**src/rtl/seq_alu_md.sv**
```systemverilog
// seq_alu_md: multi-cycle ALU with a wide X operand (2W+1 bits) and a narrow
// Y operand (W bits). PASS/ADD/SUB/SHL/SHR complete in one cycle. MUL
// (shift-add) and DIV (restoring) take W RUN cycles. A start/busy/done
// handshake sequences the operations. The Z/Bo/eqz/err outputs are
// registered and hold their value until the next done pulse.
module seq_alu_md #(
    parameter int W  = 8,
    parameter int CW = 4
) (
    input  logic           clk,
    input  logic           rst,
    input  logic           start,
    input  logic [3:0]     func_sel,
    input  logic [2*W:0]   X,
    input  logic [W-1:0]   Y,
    output logic [2*W:0]   Z,
    output logic           Bo,
    output logic           eqz,
    output logic           err,
    output logic           busy,
    output logic           done
);

    localparam int XW = 2 * W + 1;

    localparam logic [1:0] S_IDLE = 2'd0;
    localparam logic [1:0] S_RUN  = 2'd1;
    localparam logic [1:0] S_DONE = 2'd2;

    localparam logic [3:0] OP_PASS = 4'd0;
    localparam logic [3:0] OP_ADD  = 4'd1;
    localparam logic [3:0] OP_SUB  = 4'd2;
    localparam logic [3:0] OP_SHL  = 4'd3;
    localparam logic [3:0] OP_SHR  = 4'd4;
    localparam logic [3:0] OP_MUL  = 4'd5;
    localparam logic [3:0] OP_DIV  = 4'd6;

    localparam logic [CW-1:0] CNT_LAST = CW'(W - 1);

    // Sequencer state
    logic [1:0]      r_state;
    logic [CW-1:0]   r_cnt;
    logic            r_is_div;

    // Multiply datapath: the multiplicand shifts left, the multiplier shifts right
    logic [2*W-1:0]  r_mcand;
    logic [W-1:0]    r_mplier;
    logic [2*W-1:0]  r_acc;

    // Divide datapath. The remainder stays below the divisor, so W bits hold it.
    // The trial value is W+1 bits wide.
    logic [W-1:0]    r_rem;
    logic [W-1:0]    r_quo;
    logic [W-1:0]    r_divisor;

    // Issue-time (single-cycle) results
    logic [XW-1:0]   w_y_ext;
    logic [XW:0]     w_sum;
    logic [XW-1:0]   w_diff;
    logic            w_div_err;
    logic [XW-1:0]   w_imm_z;
    logic            w_imm_bo;
    logic            w_imm_err;
    logic            w_go_run;

    // Iteration step values
    logic [2*W-1:0]  w_acc_next;
    logic [W:0]      w_trial;
    logic [W-1:0]    w_sub;
    logic            w_qbit;
    logic [W-1:0]    w_rem_next;
    logic [W-1:0]    w_quo_next;
    logic [XW-1:0]   w_iter_z;

    // Result write control
    logic            w_issue;
    logic            w_last;
    logic            w_load;
    logic [XW-1:0]   w_z_next;
    logic            w_bo_next;
    logic            w_err_next;

    // Decode func_sel and compute the one-cycle result and the DIV error check
    always_comb begin
        w_y_ext   = {{(W + 1){1'b0}}, Y};
        w_sum     = {1'b0, X} + {1'b0, w_y_ext};
        w_diff    = X - w_y_ext;
        w_div_err = (Y == '0) || (X[2*W:W] >= {1'b0, Y});
        w_imm_z   = '0;
        w_imm_bo  = 1'b0;
        w_imm_err = 1'b0;
        w_go_run  = 1'b0;
        case (func_sel)
            OP_PASS: w_imm_z = X;
            OP_ADD: begin
                w_imm_z  = w_sum[XW-1:0];
                w_imm_bo = w_sum[XW];
            end
            OP_SUB: begin
                w_imm_z  = w_diff;
                w_imm_bo = (X < w_y_ext);
            end
            OP_SHL: begin
                w_imm_z  = {X[2*W-1:0], 1'b0};
                w_imm_bo = X[2*W];
            end
            OP_SHR: begin
                w_imm_z  = {1'b0, X[2*W:1]};
                w_imm_bo = X[0];
            end
            OP_MUL: w_go_run = 1'b1;
            OP_DIV: begin
                if (w_div_err) begin
                    w_imm_z   = '1;
                    w_imm_bo  = 1'b1;
                    w_imm_err = 1'b1;
                end else begin
                    w_go_run = 1'b1;
                end
            end
            default: w_imm_err = 1'b1;
        endcase
    end

    // Compute one shift-add step and one restoring-divide step from the current registers
    always_comb begin
        w_acc_next = r_acc + (r_mplier[0] ? r_mcand : '0);
        w_trial    = {r_rem, r_quo[W-1]};
        w_qbit     = (w_trial >= {1'b0, r_divisor});
        // When the subtraction is kept, the difference is below the divisor,
        // so the low W bits of the trial give the exact result.
        w_sub      = w_trial[W-1:0] - r_divisor;
        w_rem_next = w_qbit ? w_sub : w_trial[W-1:0];
        w_quo_next = {r_quo[W-2:0], w_qbit};
        w_iter_z   = r_is_div ? {1'b0, w_rem_next, w_quo_next}
                              : {1'b0, w_acc_next};
    end

    // Select the value written into Z/flags and when to write it
    always_comb begin
        w_issue    = (r_state == S_IDLE) && start;
        w_last     = (r_cnt == CNT_LAST);
        w_load     = (w_issue && !w_go_run) || ((r_state == S_RUN) && w_last);
        w_z_next   = (r_state == S_RUN) ? w_iter_z : w_imm_z;
        w_bo_next  = (r_state == S_RUN) ? 1'b0 : w_imm_bo;
        w_err_next = (r_state == S_RUN) ? 1'b0 : w_imm_err;
    end

    // Sequencer FSM, operand latching and the iterative datapath
    always_ff @(posedge clk or posedge rst) begin
        if (rst) begin
            r_state   <= S_IDLE;
            r_cnt     <= '0;
            r_is_div  <= 1'b0;
            r_mcand   <= '0;
            r_mplier  <= '0;
            r_acc     <= '0;
            r_rem     <= '0;
            r_quo     <= '0;
            r_divisor <= '0;
        end else begin
            case (r_state)
                S_IDLE: begin
                    if (start) begin
                        r_cnt     <= '0;
                        r_is_div  <= (func_sel == OP_DIV);
                        r_mcand   <= {{W{1'b0}}, X[W-1:0]};
                        r_mplier  <= Y;
                        r_acc     <= '0;
                        r_rem     <= X[2*W-1:W];
                        r_quo     <= X[W-1:0];
                        r_divisor <= Y;
                        r_state   <= w_go_run ? S_RUN : S_DONE;
                    end
                end
                S_RUN: begin
                    r_acc    <= w_acc_next;
                    r_mcand  <= r_mcand << 1;
                    r_mplier <= r_mplier >> 1;
                    r_rem    <= w_rem_next;
                    r_quo    <= w_quo_next;
                    if (w_last) begin
                        r_cnt   <= '0;
                        r_state <= S_DONE;
                    end else begin
                        r_cnt <= r_cnt + CW'(1);
                    end
                end
                S_DONE: r_state <= S_IDLE;
                default: r_state <= S_IDLE;
            endcase
        end
    end

    // Result register and flags, updated only when a result completes
    always_ff @(posedge clk or posedge rst) begin
        if (rst) begin
            Z   <= '0;
            Bo  <= 1'b0;
            eqz <= 1'b1;
            err <= 1'b0;
        end else if (w_load) begin
            Z   <= w_z_next;
            Bo  <= w_bo_next;
            eqz <= (w_z_next == '0);
            err <= w_err_next;
        end
    end

    assign busy = (r_state == S_RUN);
    assign done = (r_state == S_DONE);

endmodule

```
**config.mk**
```make
export PLATFORM = sky130hd
export DESIGN_NAME = seq_alu_md
export DESIGN_NICKNAME = d
export VERILOG_FILES = /design/src/rtl/seq_alu_md.sv
export SDC_FILE = /design/constraint.sdc
export NUM_CORES = 1
export LEC_CHECK = 0
export ABC_AREA = 1
export CAP_MARGIN = 20
export CORE_MARGIN = 4
export CORE_UTILIZATION = 30
export CTS_CLUSTER_DIAMETER = 200
export CTS_CLUSTER_SIZE = 30
export DETAILED_ROUTE_END_ITERATION = 6
export DONT_BUFFER_PORTS = 1
export HOLD_SLACK_MARGIN = 0.15
export PLACE_DENSITY = 0.41
export SLEW_MARGIN = 20
export SYNTH_ARGS = -nofsm -noshare
export SYNTH_HDL_FRONTEND = slang
export SYNTH_SLANG_ARGS = --single-unit
```
**constraint.sdc**
```tcl
create_clock -name clk -period 5.3 [get_ports clk]
set_clock_uncertainty 0.1 [all_clocks]
set_input_delay 0.795 -clock clk [delete_from_list [all_inputs] [get_ports clk]]
set_output_delay 0.795 -clock clk [all_outputs]
set_load 0.05 [all_outputs]
```
==> out/results.txt <==
Crit-path max FO: 17
Initial core utilization: 0.304
Detailed Routing Iterations Pass 1: 5
Final core occ: 0.326
Worst Tran Pin Value: 1010 ps
Commonest cells after routing, fill and taps aside: nand2_1 (325), inv_1 (150), nand3_1 (142), nor2_1 (130), dfrtp_1 (90)
Largest net degree at the start of global routing: 51
Fin crit period: 3370 ps
Commonest non-fill, non-tap cell in the layout: nand2_1
Post-Synthesis Cells: 1181
GR Util met1: 0.276
H-tree levels: 3
Chip width: 168 um
GR Util met3: 0.0274
Setup_tns: 0 ps
Final Hold Fails: 0
Synthesized area: 7640 sq um
Routed Antenna Nets: 0
Total power: 0.00353 W
Vert. Die Dim: 168 um
Post-Syn Nets: 1265
Setup Crit Path Kind: register to register
Synth warn: 0
Top post-synthesis cells by area: dfrtp_1 (29%), nand2_1 (16%), nand3_1 (9.3%)
Max VDD drop: 0.000145 V
Number of global-route vias before repair: 7597
Final GP Congestion: 0.864
Clock Path Buffers: 2
Post-synthesis sequential area ratio: 0.298
Worst Hold Class: input pin to async pin
Post-synth cell types: 50
Dpl hpwl: 22.6 mm
Area leader, netlist: dfrtp_1
Crit share post-route: 0.636
Layout Nets: 1234
First-pass GRT wire length: 45.1 mm
CTS tree: built
Full die area: 28100 sq um
Clock insertion delay at the later pin of the skew report: 350 ps
CTS Sinks: 91
Max Cap Viol: 0
Required @ worst endpoint: 5480 ps
Post-CTS Setup Bufs: 0
Avg Inst Size Synth: 6.47 sq um
Cell row count: 58
DRC violations left: 0
Crit path DAT: 3550 ps
Root buffer cell: clkbuf_16
Critical path launch point type: register
Antenna cells: 0
Ys flop type: dfrtp_1
Met2 Resource Use GR: 0.350
Status: complete, no violations
Global Route Usage Sum: 0.205
First DRT Iteration DRCs: 534
# port buffers: 0
Antenna violations before repair: 0
CP Capture Type: register
RSZ-0062 raised after global routing: false
Area Growth Syn to Fin: 7.03%
Post-synth EDFFs: 0
Clock Pin Slew Worst Setup and Hold Paths: 70 ps
DR vias/cell: 5.11
Post-Route WL: 28.6 mm
Via count: 7588
Layout cells sized above 1: 0.0329
Drt wl/cell: 19.3 um
GR Overflow Total: 0
Core box area: 25100 sq um
Leak Pwr: 4.26 nW
Cts hold-fix bufs: 0
Post-CTS sizing: 0
Grt peak-use layer: met2
# IOs: 54
CTS Buf Count: 9
Slew margin rel.: 0.325
Fin. max-slew vios: 0
Power Dens Cells: 432 nW/um^2
Final setup fails: 0
Synth async-reset ratio: 1.00
Flops & latches, synth: 91
Top cell type's share of synthesized area: 0.295
Max Fclk: 297 MHz
[sequential cells by signal (all words and copies together) (netlist names)]
signal	count
Bo	1
Z	17
eqz	1
err	1
r_acc	16
r_cnt	4
r_divisor	8
r_is_div	1
r_mcand	16
r_mplier	8
r_quo	8
r_rem	8
r_state	2
[logic make-up (layout without fill, tap and decap cells)]
kind of cell	count (synthesis)	after routing	synth area share
xor+xnor	7	7	0.00803
buf+inv	200	174	0.103
fa+ha+maj	52	52	0.0891
flops	91	91	0.298
compound gates	186	186	0.144
simple gates	645	645	0.357
[per-stage QoR]
| stage | cell area (sq um) | setup WS (ps) | hold slack, ps | cells |
|---|---|---|---|---|
| after floorplan | 7640 | 2040 | 342 | 1181 |
| after global placement | 7890 | 1760 | 370 | 1469 |
| after detailed placement | 7890 | 1660 | 373 | 1469 |
| after CTS | 8180 | 1840 | 345 | 1485 |
| after global routing | 8180 | 1560 | 376 | 1485 |
| final | 8180 | 1930 | 327 | 1485 |
[final timing paths]
check                                  from        end  slack (ps)  cells after the start
max in group asynchronous               rst        eqz        3750                      2
worst min-delay path                    rst   r_acc[9]         330                      1
worst max register to register  r_mplier[0]        eqz        1930                     18
worst max-delay path            r_mplier[0]        eqz        1930                     18
min in group clk                  r_acc[12]  r_acc[12]         390                      1
worst min register to register    r_acc[12]  r_acc[12]         390                      1
[area by class of cell]
| class | instances | area (sq um) |
|---|---|---|
| Fill cell | 2907 | 16900 |
| Multi-Input combinational cell | 890 | 4590 |
| Sequential cell | 91 | 2280 |
| Inverter | 154 | 581 |
| Tap cell | 330 | 413 |
| Clock buffer | 10 | 239 |
| Clock inverter | 6 | 48.8 |
| Timing Repair Buffer | 4 | 30.0 |
[synthesized netlist by cell type, types with 2 or more instances]
cell type,number
dfrtp_1,90
buf_1,3
or2_1,2
clkbuf_1,24
nand4_1,13
ha_1,48
nand2_2,3
nand3_1,142
a31oi_1,8
nand3b_1,3
nor2_1,132
xor2_1,6
inv_1,152
o221ai_1,7
o21ai_0,44
o21bai_1,3
buf_2,16
o211ai_1,11
nand2_1,325
nor3_1,11
a21o_1,7
fa_1,4
o31ai_1,2
a21oi_1,67
nor2_2,3
or2_2,2
a22o_1,8
buf_6,2
o22ai_1,22
[per-layer routing]
metal | vias to the layer above | share of wire
met1 | 3617 | 0.47
met3 | 22 | 0.036
met5 | - | 0
li1 | 3804 | -
met4 | 0 | 0.017
met2 | 145 | 0.48
[worst max-delay path: stages (launching register included)]
cell,delay [ps]
dfrtp_1,660
nand2_1,180
inv_1,80
ha_1,240
fa_1,470
nand2_1,90
nand3_1,120
nand3b_1,140
nand2_1,140
nand3_1,120
nand3_1,80
nand2_1,150
nor2_1,60
nor2_1,280
a21oi_1,100
nand2_1,100
nor2_1,40
nand3_1,80
nand2_1,50
[power by group]
| group | total (W) | internal (W) | switching, W |
|---|---|---|---|
| Combinational | 0.00150 | 0.000483 | 0.00102 |
| Sequential | 0.00140 | 0.000930 | 0.000468 |
| Clock | 0.000634 | 0.000336 | 0.000299 |
Note: power is estimated with default switching activity, not from simulation.
